$ cat config.mk
export PLATFORM = sky130hd
export DESIGN_NAME = uart_tx_fifo
export DESIGN_NICKNAME = d
export VERILOG_FILES = /design/src/rtl/uart_tx_fifo.sv
export SDC_FILE = /design/constraint.sdc
export NUM_CORES = 1
export LEC_CHECK = 0
export ABC_CLOCK_PERIOD_IN_PS = 2400
export CORE_MARGIN = 3
export CORE_UTILIZATION = 40
export CTS_CLUSTER_DIAMETER = 120
export DETAILED_ROUTE_END_ITERATION = 8
export GPL_TIMING_DRIVEN = 0
export PLACE_DENSITY = 0.62
export SLEW_MARGIN = 20
export SYNTH_ARGS = -nofsm -noshare
export SYNTH_HDL_FRONTEND = slang
export SYNTH_SLANG_ARGS = --single-unit
$ cat constraint.sdc
create_clock -name clk -period 2.4 [get_ports clk]
set_input_delay 0.48 -clock clk [delete_from_list [all_inputs] [get_ports clk]]
set_output_delay 0.48 -clock clk [all_outputs]
set_load 0.02 [all_outputs]
$ cat src/rtl/uart_tx_fifo.sv
// Buffered 8N1 UART transmitter with a small byte FIFO.
// Define UART_TX_PARITY_EN to add an even-parity bit (8E1).
module uart_tx_fifo #(
  parameter int CLK_FREQ = 50000000,
  parameter int BAUD     = 115200,
  parameter int DEPTH    = 4
) (
  input  logic       clk,
  input  logic       rst,
  input  logic [7:0] dataIN,
  input  logic       flagIN_DataRedy,
  output logic       PinTX,
  output logic       busy,
  output logic       fifo_full,
  output logic       overflow
);

  localparam int DIV = CLK_FREQ / BAUD;
  localparam int CW  = $clog2(DIV);
  localparam int AW  = $clog2(DEPTH);
  localparam logic [CW-1:0] DIV_M1 = CW'(DIV - 1);
  localparam logic [AW:0]   FULL_N = (AW+1)'(DEPTH);

`ifdef UART_TX_PARITY_EN
  typedef enum logic [2:0] {
    S_IDLE, S_START, S_DATA, S_PAR, S_STOP
  } state_t;
`else
  typedef enum logic [2:0] {
    S_IDLE, S_START, S_DATA, S_STOP
  } state_t;
`endif

  state_t state_q, state_d;

  logic [7:0]    mem_q [DEPTH];
  logic [7:0]    mem_d [DEPTH];
  logic [AW-1:0] wp_q, wp_d;
  logic [AW-1:0] rp_q, rp_d;
  logic [AW:0]   cnt_q, cnt_d;
  logic          full_q, full_d;
  logic          ovf_q, ovf_d;
  logic          busy_q, busy_d;
  logic          tx_q, tx_d;
  logic [CW-1:0] baud_q, baud_d;
  logic [2:0]    bit_q, bit_d;
  logic [7:0]    sh_q, sh_d;
`ifdef UART_TX_PARITY_EN
  logic          par_q, par_d;
`endif

  logic       push;
  logic       pop;
  logic       bdone;
  logic [7:0] head;

  assign head = mem_q[rp_q];

  always_comb begin
    state_d = state_q;
    baud_d  = baud_q;
    bit_d   = bit_q;
    sh_d    = sh_q;
`ifdef UART_TX_PARITY_EN
    par_d   = par_q;
`endif
    pop     = 1'b0;
    tx_d    = 1'b1;
    bdone   = (baud_q == DIV_M1);

    if (state_q != S_IDLE) begin
      baud_d = bdone ? '0 : baud_q + 1'b1;
    end

    // tx_d follows state_q, so the line lags the FSM by one clock
    unique case (state_q)
      S_IDLE: begin
        if (cnt_q != '0) pop = 1'b1;
      end
      S_START: begin
        tx_d = 1'b0;
        if (bdone) state_d = S_DATA;
      end
      S_DATA: begin
        tx_d = sh_q[0];
        if (bdone) begin
          sh_d  = sh_q >> 1;
          bit_d = bit_q + 1'b1;
          if (bit_q == 3'd7) begin
`ifdef UART_TX_PARITY_EN
            state_d = S_PAR;
`else
            state_d = S_STOP;
`endif
          end
        end
      end
`ifdef UART_TX_PARITY_EN
      S_PAR: begin
        tx_d = par_q;
        if (bdone) state_d = S_STOP;
      end
`endif
      S_STOP: begin
        if (bdone) begin
          if (cnt_q != '0) pop = 1'b1;
          else state_d = S_IDLE;
        end
      end
      default: state_d = S_IDLE;
    endcase

    if (pop) begin
      sh_d    = head;
      bit_d   = '0;
      baud_d  = '0;
      state_d = S_START;
`ifdef UART_TX_PARITY_EN
      par_d   = ^head;
`endif
    end
  end

  always_comb begin
    push  = flagIN_DataRedy & ~full_q;
    mem_d = mem_q;
    if (push) mem_d[wp_q] = dataIN;
    wp_d  = push ? wp_q + 1'b1 : wp_q;
    rp_d  = pop  ? rp_q + 1'b1 : rp_q;
    unique case ({push, pop})
      2'b10:   cnt_d = cnt_q + 1'b1;
      2'b01:   cnt_d = cnt_q - 1'b1;
      default: cnt_d = cnt_q;
    endcase
    full_d = (cnt_d == FULL_N);
    ovf_d  = ovf_q | (flagIN_DataRedy & full_q);
    busy_d = (state_d != S_IDLE) | (cnt_d != '0);
  end

  always_ff @(posedge clk) begin
    mem_q <= mem_d;
  end

  always_ff @(posedge clk or posedge rst) begin
    if (rst) begin
      state_q <= S_IDLE;
      wp_q    <= '0;
      rp_q    <= '0;
      cnt_q   <= '0;
      full_q  <= 1'b0;
      ovf_q   <= 1'b0;
      busy_q  <= 1'b0;
      tx_q    <= 1'b1;
      baud_q  <= '0;
      bit_q   <= '0;
      sh_q    <= '0;
`ifdef UART_TX_PARITY_EN
      par_q   <= 1'b0;
`endif
    end else begin
      state_q <= state_d;
      wp_q    <= wp_d;
      rp_q    <= rp_d;
      cnt_q   <= cnt_d;
      full_q  <= full_d;
      ovf_q   <= ovf_d;
      busy_q  <= busy_d;
      tx_q    <= tx_d;
      baud_q  <= baud_d;
      bit_q   <= bit_d;
      sh_q    <= sh_d;
`ifdef UART_TX_PARITY_EN
      par_q   <= par_d;
`endif
    end
  end

  assign PinTX     = tx_q;
  assign busy      = busy_q;
  assign fifo_full = full_q;
  assign overflow  = ovf_q;

endmodule

==> results_dict.tcl <==
set metrics [dict create \
    drive_gt1_share_pct 26.7 \
    die_h_um 92.1 \
    seqCellArea_um2 1810 \
    vias 1663 \
    synth_async_sr_flop_share_pct 51.5 \
    placementRows 30 \
    yosys_warnings 0 \
    slew_headroom_pct 52.0 \
    ant_nets 0 \
    synth.largest_area_cell "edfxtp_1" \
    wl_met3_um 156 \
    cts.path.max_buffers 2 \
    wl_met1_um 2250 \
    first_pass_iters 4 \
    synth_edf_count 32 \
    fin_ws_ns 0.0274 \
    core_um2 6980 \
    synthesis.area_um2 2960 \
    cp-start-kind "flip-flop" \
    path_buf_inv 3 \
    tightest_slew_ns 0.719 \
    path_max_fanout 3 \
    r2r-end "busy" \
    wirelength_um 4920 \
    ys_seq_area_share_pct 61.2 \
    nets 256 \
    hold_buffers 0 \
    synth_nets 224 \
    cts_sinks 66 \
    min_period_ns 2.37 \
    fmax_ghz 0.421 \
    via_per_inst 4.95 \
    avgSynthCellArea_um2 14.6 \
    multi_input_area_um2 1130 \
    synth.most_common_cell "dfrtp_1" \
    drt_iter0_drc 89 \
    ys.flop_type "dfrtp_1" \
    r2r_start "baud_q[1]" \
    synth_seq_cells 66 \
    required_ns 2.61 \
    routedWlPerCell_um 14.6 \
    criticalPathCategory "flip-flop to flip-flop" \
    path_clk_slew_ns 0.08 \
    place_ws_ns -0.310 \
    syn_inst 203 \
    ir_drop_mv 0.530 \
    cap_violations 0 \
    numCtsBuffers 9 \
    grt_pass1_vias 1701 \
    reg2reg_depth 13 \
    num_io_pins 15 \
    gp_congestion 0.759 \
    initial_utilization_pct 42.4 \
    drc_errors 0 \
    finalPower_mw 3.79 \
    outcome "completed" \
    htree_levels 3 \
    p_leak_nw 1.42 \
    met2_length_um 2410 \
    dpl.hpwl_um 3220 \
    dr.max_layer_used "met4" \
    setup_violations 0 \
    yosys.cell_types.count 44 \
    tritoncts "done" \
    crit_slowest_cell "dfrtp_1" \
    syn_to_final_growth_pct 19.0 \
    crit_path_end_kind "flip-flop" \
    path_cells "inv_1, ha_1, and4b_2, a31oi_4, nor2_4, buf_8, ha_4, inv_2, fa_2, xor2_1, nor2_1, xnor2_2, nand4b_1" \
    die_x_um 92.1 \
    synthTopCellsByCount "dfrtp_1, edfxtp_1, nor2_1" \
    rsz0062_at_grt "yes" \
    overflow 0 \
    r2r_slack_ns 0.03 \
    hp-class "flip-flop to flip-flop" \
    grt_max_degree 35 \
    grt_pass1_wl_um 8560 \
    cp_slowest_stage_delay_ns 0.38 \
    cts_root_buf "clkbuf_8" \
    synth_top_area_share_pct 32.4 \
    p_per_area_nw_per_um2 1080 \
    antenna_found_initial 0 \
    synth.top_cells.by_area "edfxtp_1, dfrtp_1, mux4_2" \
    numPortBuffers 14 \
    diodes 0 \
    hold_violations 0 \
    fin_skew_ns 0.0140 \
    whs_path_depth 1 \
    period_share_pct 98.9 \
    clock_latency_ns 0.34 \
    min_from "overflow" \
    hold_end "overflow" \
    post-route-util_pct 50.5 \
    arrival_ns 2.59 \
    critPathTopFamily "simple AND/OR/NAND/NOR gates" \
    grt_use_total_pct 13.3 \
    die-area_um2 8480 \
    drv_slew 0 \
    n_fill_cell 609 \
]
[sequential cells by signal (all words and copies together) (netlist names), 2 cells and up]
signal	flops
cnt_q	3
state_q	3
sh_q	8
bit_q	3
wp_q	2
mem_q	32
rp_q	2
baud_q	9
[cells in the final DEF, fill, tap and decap left out, types with 3 or more instances in the layout]
cell	count
nor2_1	13
mux2_4	6
inv_1	8
ha_1	8
nand2_1	6
edfxtp_1	32
nor2b_1	5
dfrtp_1	32
xor2_1	9
and4_1	3
buf_2	3
clkbuf_8	9
mux2_2	8
or3_1	4
o21ai_0	7
and2_1	5
clkdlybuf4s50_1	14
inv_6	4
buf_4	7
a21oi_1	3
mux2i_1	3
mux4_2	8
[final cells by class]
class / instances / share of cell area (%)
sequential: 66 / 51.5
timing repair buffer: 21 / 5.47
tap: 96 / 3.41
clock inverter: 7 / 1.67
multi-input combinational: 120 / 32.0
inverter: 10 / 1.06
buffer: 7 / 1.38
clock buffer: 9 / 3.51
[kinds of logic (layout without fill, tap and decap cells)]
group | after synthesis | after routing | share of synthesized area (%)
buffers and inverters | 17 | 54 | 2.66
other | 1 | 1 | 0.127
multiplexers | 26 | 26 | 13.5
AND/OR/NAND/NOR | 51 | 51 | 10.0
AO/OA/AOI/OAI | 20 | 20 | 4.48
XOR/XNOR | 12 | 12 | 3.55
adder cells (fa/ha/maj) | 10 | 10 | 4.48
flip-flops | 66 | 66 | 61.2
[through the flow]
stage / area (um^2) / TNS [ns] / std cells / hold slack, ns
finish: 3520 / 0 / 336 / 0.462
global route: 3520 / -0.213 / 336 / 0.482
CTS: 3490 / 0 / 335 / 0.470
detailed placement: 3260 / -0.897 / 313 / 0.451
global placement: 3260 / -0.981 / 313 / 0.437
floorplan: 3000 / -0.0850 / 203 / 0.493
[where the power goes]
group	internal, mW	leakage [nW]	total [mW]	switching (mW)
sequential	1.50	0.711	1.65	0.151
combinational	0.670	0.621	1.29	0.618
clock	0.390	0.0872	0.858	0.468
[what timing repair did]
| item | 4_1_cts | 5_1_grt |
|---|---|---|
| gates resized for setup | 3 | 4 |
| setup endpoints to repair | 4 | 3 |
| pin swaps | 3 | 2 |
| setup buffers | 6 | 1 |
[metal layers]
metal | vias to the layer above | track usage [%]
met3 | 8 | 3.94
met1 | 828 | 17.2
met2 | 21 | 20.7
met5 | - | 0
met4 | 0 | 5.57
li1 | 806 | -
[how the worst max path moves through the flow]
stage | from | endpoint | slack, ns | cells after the start
after global routing | baud_q[1] | busy | -0.12 | 13
final | baud_q[1] | busy | 0.03 | 13
after global placement | baud_q[1] | busy | -0.35 | 13
after CTS | baud_q[1] | busy | 0.02 | 13
after floorplan | baud_q[1] | busy | -0.07 | 13
after detailed placement | baud_q[1] | busy | -0.31 | 13
Note: power is estimated with default switching activity, not from simulation.
